`config.mk`:
```
export PLATFORM = sky130hd
export DESIGN_NAME = mem_arbiter_flat
export DESIGN_NICKNAME = d
export VERILOG_FILES = /design/src/rtl/mem_pkg.sv /design/src/rtl/mem_arbiter_if.sv /design/src/rtl/mem_arbiter.sv /design/src/flat_wrapper.sv
export SDC_FILE = /design/constraint.sdc
export NUM_CORES = 1
export LEC_CHECK = 0
export ABC_AREA = 1
export ABC_CLOCK_PERIOD_IN_PS = 11500
export CORE_AREA = 3 3 280 282
export DETAILED_ROUTE_END_ITERATION = 6
export DIE_AREA = 0 0 283 285
export GPL_ROUTABILITY_DRIVEN = 0
export PLACE_DENSITY_LB_ADDON = 0.2
export SYNTH_ARGS = -nofsm -noshare
export SYNTH_HDL_FRONTEND = slang
export SYNTH_SLANG_ARGS = --single-unit
```
`constraint.sdc`:
```
create_clock -name clk -period 11.5 [get_ports clk]
set_input_delay 3.45 -clock clk [delete_from_list [all_inputs] [get_ports clk]]
set_output_delay 3.45 -clock clk [all_outputs]
set_load 0.03 [all_outputs]
```
`src/rtl/mem_pkg.sv`:
```
// Shared definitions for the instruction/data cache memory arbiter:
// line geometry and the arbiter state encoding.
package mem_pkg;

  // Line address width (word address bits [29:2]) and line width.
  localparam int ADDR_W = 28;
  localparam int LINE_W = 128;

  // Arbiter states. The encoding is fixed so that debug probes and
  // waveform decoders elsewhere in the codebase keep working.
  typedef enum logic [1:0] {
    ST_IDLE    = 2'b00,
    ST_GNT_I   = 2'b01,
    ST_GNT_D   = 2'b10,
    ST_RELEASE = 2'b11
  } arb_state_e;

  // True while one of the caches owns the memory port.
  function automatic logic is_grant(input arb_state_e s);
    return (s == ST_GNT_I) || (s == ST_GNT_D);
  endfunction

endpackage

```
`src/rtl/mem_arbiter_if.sv`:
```
// Bundle of the I-cache, D-cache and external memory line ports that meet
// at the arbiter. The slave modport is the arbiter's view; the master
// modport is the view of the surrounding caches and memory.
interface mem_arbiter_if
  import mem_pkg::*;
#(
  parameter int ADDR_W = mem_pkg::ADDR_W,
  parameter int LINE_W = mem_pkg::LINE_W
) ();

  // I-cache side (read only)
  logic              ic_mem_read;
  logic [ADDR_W-1:0] ic_mem_addr;
  logic [LINE_W-1:0] ic_mem_rdata;
  logic              ic_mem_ready;

  // D-cache side (read miss or write-back)
  logic              dc_mem_read;
  logic              dc_mem_write;
  logic [ADDR_W-1:0] dc_mem_addr;
  logic [LINE_W-1:0] dc_mem_wdata;
  logic [LINE_W-1:0] dc_mem_rdata;
  logic              dc_mem_ready;

  // External memory side
  logic              mem_read;
  logic              mem_write;
  logic [ADDR_W-1:0] mem_addr;
  logic [LINE_W-1:0] mem_wdata;
  logic [LINE_W-1:0] mem_rdata;
  logic              mem_ready;

  modport slave (
    input  ic_mem_read, ic_mem_addr,
    output ic_mem_rdata, ic_mem_ready,
    input  dc_mem_read, dc_mem_write, dc_mem_addr, dc_mem_wdata,
    output dc_mem_rdata, dc_mem_ready,
    output mem_read, mem_write, mem_addr, mem_wdata,
    input  mem_rdata, mem_ready
  );

  modport master (
    output ic_mem_read, ic_mem_addr,
    input  ic_mem_rdata, ic_mem_ready,
    output dc_mem_read, dc_mem_write, dc_mem_addr, dc_mem_wdata,
    input  dc_mem_rdata, dc_mem_ready,
    input  mem_read, mem_write, mem_addr, mem_wdata,
    output mem_rdata, mem_ready
  );

endinterface

```
`src/rtl/mem_arbiter.sv`:
```
// Round-robin arbiter sharing one line-granular memory port between the
// I-cache and the D-cache. Grants are registered, completions are routed
// combinationally to the owner only, and each returned line is held in a
// per-port register that feeds the cache's rdata output.
module mem_arbiter
  import mem_pkg::*;
#(
  parameter int ADDR_W = mem_pkg::ADDR_W,
  parameter int LINE_W = mem_pkg::LINE_W
) (
  input  logic          clk,
  input  logic          proc_reset,
  mem_arbiter_if.slave  bus
);

  arb_state_e        state_q, state_d;
  logic              last_d_q, last_d_d;
  logic              d_write_q, d_write_d;
  logic [LINE_W-1:0] ic_line_q;
  logic [LINE_W-1:0] dc_line_q;

  logic              i_req;
  logic              d_req;
  logic              mem_read_c;
  logic              mem_write_c;
  logic [ADDR_W-1:0] mem_addr_c;
  logic [LINE_W-1:0] mem_wdata_c;
  logic              ic_ready_c;
  logic              dc_ready_c;
  logic              grant_c;

  assign i_req   = bus.ic_mem_read;
  assign d_req   = bus.dc_mem_read | bus.dc_mem_write;
  assign grant_c = is_grant(state_q);

  // Next-state decision, round-robin bookkeeping and memory-side outputs.
  always_comb begin
    state_d     = state_q;
    last_d_d    = last_d_q;
    d_write_d   = d_write_q;
    mem_read_c  = 1'b0;
    mem_write_c = 1'b0;
    mem_addr_c  = '0;
    mem_wdata_c = '0;
    ic_ready_c  = 1'b0;
    dc_ready_c  = 1'b0;

    case (state_q)
      ST_IDLE: begin
        // With both caches asking, the one not served last time wins.
        if (i_req && (!d_req || last_d_q)) begin
          state_d  = ST_GNT_I;
          last_d_d = 1'b0;
        end else if (d_req) begin
          state_d   = ST_GNT_D;
          last_d_d  = 1'b1;
          // Freeze the transaction type so a dropped request cannot
          // change the strobe halfway through a memory access.
          d_write_d = bus.dc_mem_write;
        end
      end

      ST_GNT_I: begin
        mem_read_c = 1'b1;
        mem_addr_c = bus.ic_mem_addr;
        if (bus.mem_ready) begin
          ic_ready_c = 1'b1;
          state_d    = ST_RELEASE;
        end
      end

      ST_GNT_D: begin
        mem_read_c  = ~d_write_q;
        mem_write_c = d_write_q;
        mem_addr_c  = bus.dc_mem_addr;
        mem_wdata_c = bus.dc_mem_wdata;
        if (bus.mem_ready) begin
          dc_ready_c = 1'b1;
          state_d    = ST_RELEASE;
        end
      end

      // One quiet cycle so the owner can drop its request before the
      // next arbitration decision.
      ST_RELEASE: state_d = ST_IDLE;

      default: state_d = ST_IDLE;
    endcase
  end

  // Control state: FSM, round-robin flag and captured D transaction type.
  always_ff @(posedge clk or posedge proc_reset) begin
    if (proc_reset) begin
      state_q   <= ST_IDLE;
      last_d_q  <= 1'b0;
      d_write_q <= 1'b0;
    end else begin
      state_q   <= state_d;
      last_d_q  <= last_d_d;
      d_write_q <= d_write_d;
    end
  end

  // Line capture: each port's register updates only on its own read completion.
  always_ff @(posedge clk or posedge proc_reset) begin
    if (proc_reset) begin
      ic_line_q <= '0;
      dc_line_q <= '0;
    end else begin
      if (grant_c && ic_ready_c) begin
        ic_line_q <= bus.mem_rdata;
      end
      if (grant_c && dc_ready_c && !d_write_q) begin
        dc_line_q <= bus.mem_rdata;
      end
    end
  end

  assign bus.mem_read     = mem_read_c;
  assign bus.mem_write    = mem_write_c;
  assign bus.mem_addr     = mem_addr_c;
  assign bus.mem_wdata    = mem_wdata_c;
  assign bus.ic_mem_ready = ic_ready_c;
  assign bus.dc_mem_ready = dc_ready_c;
  assign bus.ic_mem_rdata = ic_line_q;
  assign bus.dc_mem_rdata = dc_line_q;

endmodule

```
`src/flat_wrapper.sv`:
```
// flat-port wrapper written by rule: the top's interface ports become plain ports
module mem_arbiter_flat import mem_pkg::*;
#(
  parameter int ADDR_W = mem_pkg::ADDR_W,
  parameter int LINE_W = mem_pkg::LINE_W
)
  (clk, proc_reset, bus_ic_mem_read, bus_ic_mem_addr, bus_ic_mem_rdata, bus_ic_mem_ready, bus_dc_mem_read, bus_dc_mem_write, bus_dc_mem_addr, bus_dc_mem_wdata, bus_dc_mem_rdata, bus_dc_mem_ready, bus_mem_read, bus_mem_write, bus_mem_addr, bus_mem_wdata, bus_mem_rdata, bus_mem_ready);
  mem_arbiter_if #(.ADDR_W(ADDR_W), .LINE_W(LINE_W)) bus_i ();
  input  logic clk;
  input  logic proc_reset;
  input wire logic [$bits(bus_i.ic_mem_read)-1:0] bus_ic_mem_read;
  input wire logic [$bits(bus_i.ic_mem_addr)-1:0] bus_ic_mem_addr;
  output wire logic [$bits(bus_i.ic_mem_rdata)-1:0] bus_ic_mem_rdata;
  output wire logic [$bits(bus_i.ic_mem_ready)-1:0] bus_ic_mem_ready;
  input wire logic [$bits(bus_i.dc_mem_read)-1:0] bus_dc_mem_read;
  input wire logic [$bits(bus_i.dc_mem_write)-1:0] bus_dc_mem_write;
  input wire logic [$bits(bus_i.dc_mem_addr)-1:0] bus_dc_mem_addr;
  input wire logic [$bits(bus_i.dc_mem_wdata)-1:0] bus_dc_mem_wdata;
  output wire logic [$bits(bus_i.dc_mem_rdata)-1:0] bus_dc_mem_rdata;
  output wire logic [$bits(bus_i.dc_mem_ready)-1:0] bus_dc_mem_ready;
  output wire logic [$bits(bus_i.mem_read)-1:0] bus_mem_read;
  output wire logic [$bits(bus_i.mem_write)-1:0] bus_mem_write;
  output wire logic [$bits(bus_i.mem_addr)-1:0] bus_mem_addr;
  output wire logic [$bits(bus_i.mem_wdata)-1:0] bus_mem_wdata;
  input wire logic [$bits(bus_i.mem_rdata)-1:0] bus_mem_rdata;
  input wire logic [$bits(bus_i.mem_ready)-1:0] bus_mem_ready;
  assign bus_i.ic_mem_read = bus_ic_mem_read;
  assign bus_i.ic_mem_addr = bus_ic_mem_addr;
  assign bus_ic_mem_rdata = bus_i.ic_mem_rdata;
  assign bus_ic_mem_ready = bus_i.ic_mem_ready;
  assign bus_i.dc_mem_read = bus_dc_mem_read;
  assign bus_i.dc_mem_write = bus_dc_mem_write;
  assign bus_i.dc_mem_addr = bus_dc_mem_addr;
  assign bus_i.dc_mem_wdata = bus_dc_mem_wdata;
  assign bus_dc_mem_rdata = bus_i.dc_mem_rdata;
  assign bus_dc_mem_ready = bus_i.dc_mem_ready;
  assign bus_mem_read = bus_i.mem_read;
  assign bus_mem_write = bus_i.mem_write;
  assign bus_mem_addr = bus_i.mem_addr;
  assign bus_mem_wdata = bus_i.mem_wdata;
  assign bus_i.mem_rdata = bus_mem_rdata;
  assign bus_i.mem_ready = bus_mem_ready;
  mem_arbiter #(.ADDR_W(ADDR_W), .LINE_W(LINE_W)) u_core (.clk(clk), .proc_reset(proc_reset), .bus(bus_i));
endmodule
```
==> flow_summary.json, run 1 <==
{
  "numPortBuffers": 733,
  "yosys_warnings": 0,
  "vias_per_cell": 3.635,
  "arrival_ns": 5.11,
  "clock_latency_ns": 0.54,
  "dieHeight_microns": 285,
  "critical_path_buf_inv_count": 2,
  "critPathKind": "in2out",
  "synthCells": 1365,
  "total_power_uw": 6168,
  "synthAdderAreaFrac": 0.004311,
  "ctsHtreeMaxLevel": 2,
  "intPower_uw": 3326,
  "p_per_area_mw_per_mm2": 293.9,
  "dr.pass1.iters": 5,
  "die-width_microns": 283,
  "status": "completed",
  "whs_ns": 0.4733,
  "final_common_cell": "clkdlybuf4s50_1",
  "worst-path-max-fanout": 1,
  "drtIter0Drc": 675,
  "die-area_sq_mm": 0.08066,
  "rsz0062_at_grt": "false",
  "ctsResizeCount": 0,
  "crit_chain": "clkdlybuf4s50_1, nand2_1, a21oi_1, clkdlybuf4s50_1",
  "swShare": 0.4608,
  "crit_path_start_kind": "primary input",
  "grt_max_degree": 143,
  "synth.avg_cell_area_sq_um": 8.504,
  "areaGrowthSynthToFinish_pct": 80.78,
  "grt_pass1_wl_microns": 84260,
  "initial_utilization": 0.1528,
  "grtUsageTotal": 0.1388,
  "finalClockSkew_ns": 0.01105,
  "yosys.area_share.xor_xnor": 0,
  "hold_violations": 0,
  "finalCritPeriodShare": 0.7446,
  "cts_buffer_depth": 3,
  "worstMarginPinSlew_ns": 1.016,
  "power.leakage_uw": 0.01004,
  "antenna_found_initial": 12,
  "seqPwrFrac": 0.249,
  "synth_compound_area_frac": 0.1528,
  "cts_sinks": 260,
  "synth_top_area_frac": 0.5605,
  "synthSimpleGateAreaFrac": 0.1529,
  "cp.required_ns": 8.05,
  "setup_violations": 0,
  "peakVddDrop_mv": 0.1225,
  "crit_top_cell": "clkdlybuf4s50_1",
  "cts_tree": "done",
  "dpl.hpwl_microns": 44540,
  "end_kind": "output pin",
  "cts_hold_buf": 0,
  "critPathMaxStageDelay_ns": 0.77,
  "placeableCoreArea_sq_mm": 0.07595,
  "cts_buffers": 35,
  "drc": 0,
  "muxShareOfSynthArea": 0,
  "fmax_ghz": 0.1168,
  "drt-total-wl_microns": 57740,
  "synthTopCellsByArea": "dfrtp_1, nand2_1, inv_1",
  "vias": 11330,
  "cp_top_family": "buffers and inverters",
  "fp-row-count": 101,
  "grt.overflow.total": 0,
  "min_path_type": "reg2reg",
  "setup_tns_ns": 0,
  "io_pins": 734,
  "wire_per_inst_microns": 18.52,
  "ys_types": 18,
  "synth_top_family_by_area": "simple AND/OR/NAND/NOR gates",
  "root_buffer": "clkbuf_16",
  "yosysSeqAreaShare": 0.5605,
  "synth_seq_cells": 260,
  "crit_slowest_cell": "clkdlybuf4s50_1",
  "drv_slew": 0,
  "final_antenna_net_count": 0,
  "grt_pass1_vias": 11770,
  "cts.reportedPaths.clkPinSlew_ns": 0.05,
  "min_period_ns": 8.563,
  "p_switching_uw": 2843,
  "drive_above_1_share": 0.07486,
  "drv_cap": 0,
  "synth_largest_area_cell": "dfrtp_1",
  "fin_nets": 2385,
  "cts_setup_buffers": 0,
  "final_cell_mix": "clkdlybuf4s50_1, nand2_1, inv_1",
  "clkPwrFrac": 0.180,
  "combPwrFrac": 0.571,
  "syn_area_sq_mm": 0.01161,
  "max-slew-margin-rel": 0.3224,
  "synth_nets": 1687
}
==> per-stage QoR <==
step	worst slack [ns]	cell area (sq um)	instances	utilization
6_report	2.937	20990	3117	0.2763
5_1_grt	2.905	20980	3115	0.2763
4_1_cts	2.853	20980	3114	0.2762
3_5_place_dp	2.862	19840	3056	0.2612
3_3_place_gp	2.866	19840	3056	0.2612
2_1_floorplan	0.8949	11610	1365	-
==> per-layer routing <==
layer | GRT usage | part of all wire | up-vias
met5 | 0 | 0.0013 | -
met4 | 0.03378 | 0.021 | 12
met3 | 0.06307 | 0.10 | 69
met2 | 0.2384 | 0.49 | 428
met1 | 0.1565 | 0.39 | 5300
li1 | - | - | 5521
==> worst min-delay path: stages (launching register included) <==
cell	delay [ns]
dfrtp_1	0.33
nand2_1	0.06
o21ai_2	0.05
==> state kept, by name, indices dropped and copies added (netlist names) <==
signal / count
u_core.bus.dc_mem_rdata: 128
u_core.d_write_q: 1
u_core.last_d_q: 1
u_core.state_q: 2
u_core.bus.ic_mem_rdata: 128
==> logic make-up after synthesis <==
| logic type | Yosys count |
|---|---|
| compound gates | 287 |
| fa+ha+maj | 4 |
| buf+inv | 346 |
| flops | 260 |
| simple gates | 468 |
==> worst paths after layout <==
kind / startpoint / to / slack [ns] / cells after the start
max: bus_dc_mem_addr[27] / bus_mem_addr[27] / 2.94 / 4
min: u_core.bus.dc_mem_rdata[69] / u_core.bus.dc_mem_rdata[69] / 0.47 / 2
max reg2reg: u_core.state_q[0] / u_core.bus.dc_mem_rdata[71] / 7.09 / 10
min reg2reg: u_core.bus.dc_mem_rdata[69] / u_core.bus.dc_mem_rdata[69] / 0.47 / 2
max in group asynchronous: proc_reset / u_core.bus.ic_mem_rdata[117] / 6.58 / 3
min in group asynchronous: proc_reset / u_core.bus.ic_mem_rdata[46] / 3.47 / 2
==> final cells by class <==
| type | instances | area, sq um |
|---|---|---|
| antenna | 3 | 7.507 |
| inverter | 266 | 1006 |
| clock buffer | 49 | 999.7 |
| timing repair buffer | 741 | 7410 |
| clock inverter | 9 | 141.4 |
| fill | 8177 | 54960 |
| multi-input combinational | 759 | 3627 |
| sequential | 260 | 6506 |
| tap | 1030 | 1289 |
==> synth_stat cells (all sizes together) <==
library cell and count:
nor2 2, o21ai 258, a21oi 29, nand2 457, nand3 7, inv 266, ha 4, buf 67
clkbuf 13, or2 2, dfrtp 260
==> power by group through the flow <==
| stage | Sequential, uW | Clock, uW | Combinational [uW] |
|---|---|---|---|
| after detailed placement | 1550 | 0 | 3570 |
| after floorplan | 2300 | 0 | 1200 |
| final | 1540 | 1110 | 3520 |
| after global placement | 1530 | 0 | 3570 |
| after CTS | 1540 | 1170 | 3580 |
| after global routing | 1590 | 1210 | 3740 |
No activity file was read; power rests on OpenSTA's default activity.
==> run 2, diff against run 1 <==
--- a/config.mk
+++ b/config.mk
@@ -6,7 +6,7 @@
 export NUM_CORES = 1
 export LEC_CHECK = 0
 export ABC_AREA = 1
-export ABC_CLOCK_PERIOD_IN_PS = 11500
+export ABC_CLOCK_PERIOD_IN_PS = 8700
 export CORE_AREA = 3 3 280 282
 export DETAILED_ROUTE_END_ITERATION = 6
 export DIE_AREA = 0 0 283 285
==> constraint.sdc (replaced) <==
create_clock -name clk -period 8.7 [get_ports clk]
set_input_delay 2.61 -clock clk [delete_from_list [all_inputs] [get_ports clk]]
set_output_delay 2.61 -clock clk [all_outputs]
set_load 0.03 [all_outputs]
==> flow_summary.json, run 2 (synthesis gave the netlist of run 1 again) <==
{
  "cts_buffers": 35,
  "critical_path_buf_inv_count": 3,
  "finalClockSkew_ns": 0.01148,
  "power.leakage_uw": 0.01004,
  "numPortBuffers": 733,
  "die-width_microns": 283,
  "final_cell_mix": "clkdlybuf4s50_1, nand2_1, inv_1",
  "vias": 11330,
  "grt_pass1_wl_microns": 83920,
  "min_period_ns": 6.805,
  "nFillCells": 8215,
  "cts_buffer_depth": 3,
  "final_common_cell": "clkdlybuf4s50_1",
  "drv_slew": 0,
  "cp_top_family": "buffers and inverters",
  "critPathKind": "in2out",
  "crit_slowest_cell": "clkdlybuf4s50_1",
  "initial_utilization": 0.1528,
  "critPathMaxStageDelay_ns": 0.69,
  "max-slew-margin-rel": 0.2928,
  "drtIter0Drc": 490,
  "setup_tns_ns": 0,
  "fmax_ghz": 0.1469,
  "crit_chain": "clkdlybuf4s50_1, nand2_1, inv_1, clkdlybuf4s50_1",
  "grt.overflow.total": 0,
  "cp.required_ns": 6.09,
  "finalCritPeriodShare": 0.7822,
  "end_kind": "output pin",
  "drive_above_1_share": 0.07563,
  "hold_violations": 0,
  "cts_tree": "done",
  "worst-path-max-fanout": 1,
  "drc": 0,
  "final_antenna_net_count": 0,
  "wire_per_inst_microns": 18.70,
  "worstMarginPinSlew_ns": 1.059,
  "drv_cap": 0,
  "dpl.hpwl_microns": 45660,
  "rsz0062_at_grt": "false",
  "dr.pass1.iters": 5,
  "dieHeight_microns": 285,
  "grt_pass1_vias": 11780,
  "ctsResizeCount": 0,
  "min_path_type": "reg2reg",
  "fp-row-count": 101,
  "cts.reportedPaths.clkPinSlew_ns": 0.05,
  "arrival_ns": 4.20,
  "crit_top_cell": "clkdlybuf4s50_1",
  "grtUsageTotal": 0.1392,
  "cts_sinks": 260,
  "grt_max_degree": 143,
  "cts_setup_buffers": 0,
  "root_buffer": "clkbuf_16",
  "whs_ns": 0.4781,
  "peakVddDrop_mv": 0.2154,
  "crit_path_start_kind": "primary input",
  "io_pins": 734,
  "drt-total-wl_microns": 58400,
  "final_util": 0.2763,
  "die-area_sq_mm": 0.08066,
  "clock_latency_ns": 0.54,
  "ctsHtreeMaxLevel": 2,
  "vias_per_cell": 3.628,
  "status": "completed",
  "placeableCoreArea_sq_mm": 0.07595,
  "p_per_area_mw_per_mm2": 386.3,
  "antenna_found_initial": 18,
  "areaGrowthSynthToFinish_pct": 80.77,
  "fin_nets": 2388,
  "cts_hold_buf": 0,
  "setup_violations": 0
}
==> run 2: cell types whose count changed in the layout (fill, tap and decap cells not counted), sizes merged <==
cell	change
buf	+3
clkinv	+3
bufinv	-2
clkbuf	+2
inv	-1
==> run 2: cell type report <==
cell class | instances | area (sq um) | area share
inverter | 266 | 1002 | 0.04776
tap | 1030 | 1289 | 0.06141
timing repair buffer | 744 | 7457 | 0.3554
clock buffer | 51 | 985.9 | 0.04698
clock inverter | 9 | 110.1 | 0.005247
multi-input combinational | 759 | 3627 | 0.1728
sequential | 260 | 6506 | 0.3100
antenna | 3 | 7.507 | 0.0003577
==> run 2: worst reg2reg max path, delay by kind of cell (launching register included) <==
kind,cells,cell delay (ns)
buffers and inverters,4,1.66
adders and majority gates,1,0.38
DFF,1,0.39
and+or+nand+nor,3,1.09
AOI/OAI and AO/OA,1,0.07
==> run 2: metal layers <==
layer	wire length (microns)	GRT usage	vias up
met5	161	0	-
met4	2295	0.05496	26
met3	5431	0.05683	114
met2	30100	0.2530	457
met1	20410	0.1418	5213
li1	-	-	5518
==> run 2: worst paths after layout <==
kind	slack [ns]	end	cells past startpoint	start
worst max-delay path	1.89	bus_mem_wdata[82]	4	bus_dc_mem_wdata[82]
worst min-delay path	0.48	u_core.bus.dc_mem_rdata[33]	2	u_core.bus.dc_mem_rdata[33]
worst max register to register	4.97	u_core.bus.dc_mem_rdata[27]	9	u_core.state_q[0]
worst min register to register	0.48	u_core.bus.dc_mem_rdata[33]	2	u_core.bus.dc_mem_rdata[33]
max in group asynchronous	4.66	u_core.bus.dc_mem_rdata[47]	3	proc_reset
min in group asynchronous	2.66	u_core.bus.dc_mem_rdata[115]	2	proc_reset
==> run 2: metrics by stage <==
stage | cells | instance area [sq um] | power [uW] | setup slack (ns)
after global routing | 3121 | 20980 | 8584 | 1.828
final | 3122 | 20990 | 8106 | 1.895
after detailed placement | 3059 | 19880 | 6797 | 1.841
after floorplan | 1365 | 11610 | 4618 | 2.662
after global placement | 3059 | 19880 | 6773 | 1.801
after CTS | 3119 | 20980 | 8281 | 1.829
==> run 2: power by group <==
part	internal, uW	switching [uW]
Combinational	1770	2910
Sequential	1740	287
Clock	820	581
==> run 3, diff against run 2 <==
--- a/config.mk
+++ b/config.mk
@@ -6,10 +6,10 @@
 export NUM_CORES = 1
 export LEC_CHECK = 0
 export ABC_AREA = 1
-export ABC_CLOCK_PERIOD_IN_PS = 8700
-export CORE_AREA = 3 3 280 282
+export ABC_CLOCK_PERIOD_IN_PS = 5550
+export CORE_AREA = 3 3 284 286
 export DETAILED_ROUTE_END_ITERATION = 6
-export DIE_AREA = 0 0 283 285
+export DIE_AREA = 0 0 287 289
 export GPL_ROUTABILITY_DRIVEN = 0
 export PLACE_DENSITY_LB_ADDON = 0.2
 export SYNTH_ARGS = -nofsm -noshare
==> constraint.sdc (replaced) <==
create_clock -name clk -period 5.55 [get_ports clk]
set_input_delay 1.665 -clock clk [delete_from_list [all_inputs] [get_ports clk]]
set_output_delay 1.665 -clock clk [all_outputs]
set_load 0.03 [all_outputs]
==> flow_summary.json, run 3 (synthesis gave the netlist of run 1 again) <==
{
  "fin_nets": 2394,
  "stdcell_area_sq_mm": 0.02108,
  "cts.reportedPaths.clkPinSlew_ns": 0.05,
  "cts_buffer_depth": 3,
  "total_power_uw": 12700,
  "drive_above_1_share": 0.07703,
  "fp-row-count": 103,
  "dieHeight_microns": 289,
  "setup_violations": 0,
  "cts_buffers": 34,
  "peakVddDrop_mv": 0.2362,
  "initial_utilization": 0.1477,
  "finalClockSkew_ns": 0.02158,
  "wire_per_inst_microns": 18.96,
  "grt.overflow.total": 0,
  "grt_pass1_wl_microns": 83920,
  "worst-path-max-fanout": 1,
  "min_period_ns": 4.942,
  "grt_pass1_vias": 11780,
  "status": "completed",
  "finalCritPeriodShare": 0.8904,
  "fmax_ghz": 0.2024,
  "grt_max_degree": 123,
  "end_kind": "output pin",
  "grtUsageTotal": 0.1373,
  "vias_per_cell": 3.631,
  "arrival_ns": 3.28,
  "ctsHtreeMaxLevel": 2,
  "drtIter0Drc": 639,
  "power.leakage_uw": 0.01006,
  "postLayoutSetupSlackWorst_ns": 0.6082,
  "antenna_found_initial": 11,
  "die-area_sq_mm": 0.08294,
  "cts_tree": "done",
  "final_antenna_net_count": 0,
  "drc": 0,
  "dpl-instance-area_sq_mm": 0.02002,
  "preCtsSetupSlack_ns": 0.6108,
  "io_pins": 734,
  "cts_setup_buffers": 0,
  "numPortBuffers": 733,
  "nFillCells": 8418,
  "worstMarginPinSlew_ns": 1.143,
  "crit_path_start_kind": "primary input",
  "root_buffer": "clkbuf_16",
  "clock_latency_ns": 0.52,
  "whs_ns": 0.4772,
  "dr.pass1.iters": 5,
  "cts_hold_buf": 0,
  "p_per_area_mw_per_mm2": 602.6,
  "cp.required_ns": 3.88,
  "drt-total-wl_microns": 59720,
  "dpl.hpwl_microns": 47650,
  "final_common_cell": "clkdlybuf4s50_1",
  "max-slew-margin-rel": 0.2370,
  "vias": 11440,
  "drv_cap": 0,
  "setup_tns_ns": 0,
  "hold_violations": 0,
  "drv_slew": 0,
  "min_path_type": "reg2reg",
  "areaGrowthSynthToFinish_pct": 81.62,
  "placeableCoreArea_sq_mm": 0.07861,
  "critPathKind": "in2out",
  "final_cell_mix": "clkdlybuf4s50_1, nand2_1, inv_1",
  "cts_sinks": 260,
  "rsz0062_at_grt": "false",
  "die-width_microns": 287,
  "ctsResizeCount": 0
}
==> run 3: stage by stage <==
step,utilization,std cells
finish,0.2682,3150
global route,0.2681,3146
global placement,0.2547,3086
CTS,0.2679,3140
floorplan,-,1365
detailed placement,0.2547,3086
==> run 3: critical path: stages <==
cell and delay (ns):
clkdlybuf4s50_1 0.48, nand2_1 0.06, inv_1 0.31, clkdlybuf4s50_1 0.75
==> run 3: where the power goes <==
group	total (uW)	switching [uW]	leakage (uW)	internal (uW)
logic	7430	4620	0.00626	2810
clock network	2100	839	0.000501	1260
registers	3180	451	0.00330	2730
==> run 3: layer usage <==
metal,vias to the layer above,GRT usage,share of wire
li1,5536,-,-
met5,-,0.01570,0.0036
met3,86,0.06129,0.11
met4,6,0.05143,0.033
met2,501,0.2313,0.48
met1,5309,0.1514,0.38
==> run 3: path summary, 6_finish.rpt <==
| path | start | slack, ns | depth (start not counted) | to |
|---|---|---|---|---|
| setup / recovery | bus_dc_mem_wdata[74] | 0.61 | 4 | bus_mem_wdata[74] |
| hold / removal | u_core.bus.dc_mem_rdata[101] | 0.48 | 2 | u_core.bus.dc_mem_rdata[101] |
| setup reg to reg | u_core.state_q[0] | 2.67 | 9 | u_core.bus.dc_mem_rdata[81] |
| hold reg to reg | u_core.bus.dc_mem_rdata[101] | 0.48 | 2 | u_core.bus.dc_mem_rdata[101] |
| max in group asynchronous | proc_reset | 2.86 | 3 | u_core.bus.ic_mem_rdata[14] |
| min in group asynchronous | proc_reset | 1.67 | 2 | u_core.bus.dc_mem_rdata[88] |
==> run 3: cell type report <==
class,instances,area [sq um],share of cell area
well taps,1050,1314,0.06231
clock inverters,5,58.81,0.002789
repair buffers,751,7572,0.3591
inverters,266,1002,0.04753
flip-flops and latches,260,6506,0.3086
clock buffers,49,978.4,0.04641
multi-input cells,759,3627,0.1720
diodes,10,25.02,0.001187
